`config.mk`:
```
export PLATFORM = sky130hd
export DESIGN_NAME = mem_access_unit
export DESIGN_NICKNAME = d
export VERILOG_FILES = /design/src/rtl/mem_access_unit.sv
export SDC_FILE = /design/constraint.sdc
export NUM_CORES = 1
export LEC_CHECK = 0
export CAP_MARGIN = 20
export CELL_PAD_IN_SITES_DETAIL_PLACEMENT = 1
export CELL_PAD_IN_SITES_GLOBAL_PLACEMENT = 2
export CORE_MARGIN = 2
export CORE_UTILIZATION = 24
export CTS_BUF_LIST = sky130_fd_sc_hd__clkbuf_8
export DETAILED_ROUTE_END_ITERATION = 16
export PLACE_DENSITY_LB_ADDON = 0.1
export SETUP_SLACK_MARGIN = 0.1
export SLEW_MARGIN = 40
export SYNTH_ARGS = -nofsm -noshare
export SYNTH_HDL_FRONTEND = slang
export SYNTH_SLANG_ARGS = --single-unit
```
`constraint.sdc`:
```
create_clock -name clk -period 1.34 [get_ports clk]
set_input_delay 0.201 -clock clk [delete_from_list [all_inputs] [get_ports clk]]
set_output_delay 0.201 -clock clk [all_outputs]
set_load 0.01 [all_outputs]
```
`src/rtl/mem_access_unit.sv`:
```
// mem_access_unit
// Bridges the multicycle controller's MEM_read / MEM_write level strobes onto
// a req/ack memory bus. It captures read data for the IR/TR/DI load paths and
// stalls the controller through mem_busy while an access is in flight.
//
// Optional feature macro: MEM_TIMEOUT_EN
//   When defined, a WAIT-state watchdog aborts an access after TO_LIMIT cycles
//   without m_ack. The abort sets mem_err and, for reads, returns rdata = 0
//   with a rd_valid pulse.
//   When undefined, WAIT holds until m_ack arrives.
//
// Ports
//   clk        in   rising-edge system clock
//   rst        in   asynchronous active-low reset
//   MEM_read   in   read strobe (sampled in IDLE)
//   MEM_write  in   write strobe (sampled in IDLE)
//   addr       in   [ADDR_W] muxed PC/TR address
//   wdata      in   [DATA_W] store data
//   rdata      out  [DATA_W] captured read data
//   rd_valid   out  one-cycle pulse when rdata was just updated
//   mem_busy   out  controller stall
//   mem_err    out  sticky error flag, cleared only by reset
//   m_req      out  bus request, one cycle per access
//   m_we       out  bus write enable
//   m_addr     out  [ADDR_W] registered bus address
//   m_wdata    out  [DATA_W] registered bus write data
//   m_rdata    in   [DATA_W] bus read data, valid with m_ack
//   m_ack      in   bus acknowledge pulse
module mem_access_unit #(
  parameter int ADDR_W   = 13,
  parameter int DATA_W   = 8,
  parameter int TO_LIMIT = 15
) (
  input  logic              clk,
  input  logic              rst,
  input  logic              MEM_read,
  input  logic              MEM_write,
  input  logic [ADDR_W-1:0] addr,
  input  logic [DATA_W-1:0] wdata,
  output logic [DATA_W-1:0] rdata,
  output logic              rd_valid,
  output logic              mem_busy,
  output logic              mem_err,
  output logic              m_req,
  output logic              m_we,
  output logic [ADDR_W-1:0] m_addr,
  output logic [DATA_W-1:0] m_wdata,
  input  logic [DATA_W-1:0] m_rdata,
  input  logic              m_ack
);

  typedef enum logic [1:0] {S_IDLE, S_REQ, S_WAIT, S_DONE} state_t;

  state_t state, next_state;
  logic   accept;
  logic   conflict;
  logic   timeout_hit;

`ifdef MEM_TIMEOUT_EN
  localparam int CNT_W = ($clog2(TO_LIMIT + 1) > 4) ? $clog2(TO_LIMIT + 1) : 4;
  logic [CNT_W-1:0] to_cnt;

  // The counter value equals the number of WAIT cycles already spent, so the
  // TO_LIMIT-th WAIT cycle without an ack is the one that aborts.
  assign timeout_hit = (state == S_WAIT) && !m_ack &&
                       (to_cnt == CNT_W'(TO_LIMIT - 1));

  always_ff @(posedge clk or negedge rst) begin
    if (!rst)
      to_cnt <= '0;
    else if (accept)
      to_cnt <= '0;
    else if (state == S_WAIT)
      to_cnt <= to_cnt + 1'b1;
  end
`else
  assign timeout_hit = 1'b0;
`endif

  always_ff @(posedge clk or negedge rst) begin
    if (!rst)
      state <= S_IDLE;
    else
      state <= next_state;
  end

  // m_req and rd_valid decode straight from state, so an asynchronous reset
  // drops them immediately without waiting for a clock edge.
  always_comb begin
    next_state = state;
    mem_busy   = 1'b0;
    m_req      = 1'b0;
    rd_valid   = 1'b0;
    accept     = 1'b0;
    conflict   = 1'b0;
    case (state)
      S_IDLE: begin
        if (MEM_read && MEM_write) begin
          conflict = 1'b1;
        end else if (MEM_read || MEM_write) begin
          accept     = 1'b1;
          mem_busy   = 1'b1;
          next_state = S_REQ;
        end
      end
      S_REQ: begin
        m_req      = 1'b1;
        mem_busy   = 1'b1;
        next_state = m_ack ? S_DONE : S_WAIT;
      end
      S_WAIT: begin
        mem_busy = 1'b1;
        if (m_ack || timeout_hit)
          next_state = S_DONE;
      end
      S_DONE: begin
        rd_valid   = !m_we;
        next_state = S_IDLE;
      end
      default: next_state = S_IDLE;
    endcase
  end

  // Bus-side registers and read capture. m_we stays latched after the access
  // so that DONE can tell a read from a write.
  always_ff @(posedge clk or negedge rst) begin
    if (!rst) begin
      m_addr  <= '0;
      m_wdata <= '0;
      m_we    <= 1'b0;
      rdata   <= '0;
      mem_err <= 1'b0;
    end else begin
      if (accept) begin
        m_addr  <= addr;
        m_wdata <= wdata;
        m_we    <= MEM_write;
      end
      if (conflict)
        mem_err <= 1'b1;
      if ((state == S_REQ || state == S_WAIT) && m_ack && !m_we)
        rdata <= m_rdata;
      if (timeout_hit) begin
        mem_err <= 1'b1;
        if (!m_we)
          rdata <= '0;
      end
    end
  end

endmodule

```
==> flow_metrics.env <==
export IMPL_cts_root_buf="clkbuf_8"
export IMPL_ys_seq_elements=33
export IMPL_io_buffers=67
export IMPL_syn_nets=133
export IMPL_overflow=0
export IMPL_yosysWarnings=0
export IMPL_clock_path_buffers=2
export IMPL_p_seq_share_pct=28.6
export IMPL_finalCritPeriodShare_pct=109
export IMPL_ant_nets=0
export IMPL_cts_buffers=5
export IMPL_pwr_density_cell_nw_per_um2=2320
export IMPL_cp_slowest_cell="dfrtp_1"
export IMPL_clk_pin_slew_ns=0.07
export IMPL_fin_hold_ws_ns=0.377
export IMPL_crit_path_start_kind="flip-flop"
export IMPL_first_iter_violations=19
export IMPL_status="finished, violations left"
export IMPL_violations="negative setup slack"
export IMPL_max_cap_violations=0
export IMPL_worstSetupPathType="flip-flop to primary output"
export IMPL_synth_area_um2=1460
export IMPL_drive_gt1_share_pct=43.5
export IMPL_max_freq_mhz=684
export IMPL_cts_tree="built"
export IMPL_path_buf_inv=2
export IMPL_place_congestion=0.679
export IMPL_yosys_top_cells_area="dfrtp_1, mux2_4, mux2_2"
export IMPL_hold_viol=0
export IMPL_worst_path_dominant_cell_family="flip-flops"
export IMPL_grt_pass1_vias=1217
export IMPL_setup_viol=31
export IMPL_setup_slack_ns=-0.122
export IMPL_placementRows=28
export IMPL_comb_power_share_pct=53.5
export IMPL_grt_first_pass_wirelength_um=5970
export IMPL_maxSlewHeadroom_pct=71.4
export IMPL_max_vdd_ir_drop_v=0.000842
export IMPL_syn2layout_area_growth_pct=83.8
export IMPL_skew_ns=0.00308
export IMPL_wirelength_um=3830
export IMPL_p_int_mw=4.28
export IMPL_grt_max_degree=19
export IMPL_syn_inst=91
export IMPL_pwr_share_clk_pct=17.8
export IMPL_crit_fanout=3
export IMPL_slew_violations=0
export IMPL_rsz0062_at_grt="true"
export IMPL_dr_total_vias=1090
export IMPL_dpl_hpwl_um=2740
export IMPL_slowest_delay_ns=0.42
export IMPL_cts_sinks=33
export IMPL_htree_levels=2
export IMPL_track_usage_pct=12.2
export IMPL_p_sw_share_pct=31.1
export IMPL_dp_slack_ns=-0.614
export IMPL_required_ns=1.14
export IMPL_period_minus_slack_ns=1.46
export IMPL_fillCellCount=606
export IMPL_fp_dieW_um=81.9
export IMPL_nNetsFinal=227
export IMPL_ys_types=19
export IMPL_max_slew_worst_pin_slew_ns=0.429
export IMPL_synth_area_per_cell_um2=16.0
export IMPL_num_antenna_cells=0
export IMPL_layout_common_cells="dlygate4sd2_1, dfrtp_1, clkdlybuf4s50_1"
export IMPL_crit_path_end_kind="primary output"
export IMPL_p_sw_mw=1.93
export IMPL_avgViaCountPerCell=4.18
export IMPL_grt_antenna_before_repair=0
export IMPL_start_util_pct=24.7
export IMPL_die_area_um2=6700
export IMPL_crit_chain="inv_2 > ha_4 > a21oi_2 > nor2_1 > buf_2"
export IMPL_cp_arrival_ns=1.26
export IMPL_wire_per_inst_um=14.7
export IMPL_firstDrtPassIters=4
export IMPL_fp_dieH_um=81.9
export IMPL_ios=68
export IMPL_coreArea_um2=5890
export IMPL_p_leak_nw=1.28
export IMPL_yosysTopAreaCellShare_pct=56.7
export IMPL_clkLatencyLatePin_ns=0.28
export IMPL_synth_top_cell_by_area="dfrtp_1"
export IMPL_post_route_drc_count=0
export IMPL_synth_seq_area_share_pct=56.7
export IMPL_hold_class="input port to flip-flop"
## worst register-to-register path: stages, from the launching register on
cell      delay (ns)
dfrtp_1         0.41
inv_2           0.07
ha_4            0.27
buf_4           0.12
nand3b_4        0.14
mux2_4          0.34
## flip-flops by register name, indices dropped and copies added, names as in the netlist
signal	cells
m_wdata	8
m_addr	13
rdata	8
mem_err	1
m_we	1
state	2
## cell usage after synthesis
| library cell | n |
|---|---|
| dfrtp_1 | 33 |
| buf_6 | 2 |
| a21oi_1 | 2 |
| mux2_2 | 11 |
| a211oi_1 | 1 |
| o21ai_0 | 2 |
| nand2_1 | 1 |
| a31o_2 | 1 |
| nor2_1 | 1 |
| mux2_4 | 18 |
| inv_1 | 4 |
| o211ai_1 | 1 |
| nand3b_2 | 1 |
| ha_1 | 8 |
| a32oi_1 | 1 |
| nand2b_1 | 1 |
| nand2_2 | 1 |
| a21o_1 | 1 |
| nor2b_1 | 1 |
## power groups by stage
stage,Sequential [mW],Clock (mW),Combinational [mW]
after floorplan,2.02,0,1.33
after global placement,1.80,0,3.16
after detailed placement,1.81,0,3.20
after CTS,1.79,1.15,3.35
after global routing,1.85,1.20,3.60
final,1.78,1.11,3.33
## through the flow
step | TNS [ns] | cell area [um2] | utilization [%] | total power [mW] | std cells
2_1_floorplan | 0 | 1490 | - | 3.35 | 91
3_3_place_gp | -12.81 | 2360 | 40.1 | 4.96 | 246
3_5_place_dp | -14.00 | 2360 | 40.1 | 5.02 | 246
4_1_cts | -3.08 | 2660 | 45.2 | 6.28 | 260
5_1_grt | -4.62 | 2680 | 45.5 | 6.65 | 261
6_report | -2.76 | 2680 | 45.5 | 6.22 | 261
## per-layer routing
layer	track usage [%]	part of all wire, %	vias up
met2	21.2	51	47
met1	13.5	40	531
met4	5.00	1.4	0
met3	4.07	7.5	7
li1	-	-	505
met5	0	0	-
## worst paths after layout
path / slack [ns] / from / end / cells after the start
worst max register to register: -0.12 / state[0] / rdata[6] / 5
worst max-delay path: -0.12 / state[0] / mem_busy / 5
min in group asynchronous: 0.39 / rst / state[0] / 2
worst min register to register: 0.46 / mem_err / mem_err / 1
worst min-delay path: 0.38 / MEM_write / m_we / 3
max in group asynchronous: 0.52 / rst / m_addr[8] / 3
## repair_timing
action	CTS	global route
setup endpoints to repair	66	35
buffers inserted	3	2
hold endpoints to repair	15	0
gates resized for setup	77	3
pin swaps	5	2
gates cloned	2	0
hold buffers	1	0
## layout make-up
class | instances | area [um2] | area share [%]
Multi-Input combinational cell | 52 | 724 | 27.1
Clock buffer | 5 | 68.8 | 2.57
Clock inverter | 3 | 65.1 | 2.43
Sequential cell | 33 | 826 | 30.9
Timing Repair Buffer | 89 | 882 | 33.0
Tap cell | 75 | 93.8 | 3.51
Inverter | 4 | 15.0 | 0.561
## cell families after synthesis
group / after synthesis / synth area share [%]
flops: 33 / 56.7
mux: 29 / 27.1
compound gates: 9 / 4.13
fa+ha+maj: 8 / 6.88
buf+inv: 6 / 2.58
simple gates: 6 / 2.58
Note: power is estimated with default switching activity, not from simulation.
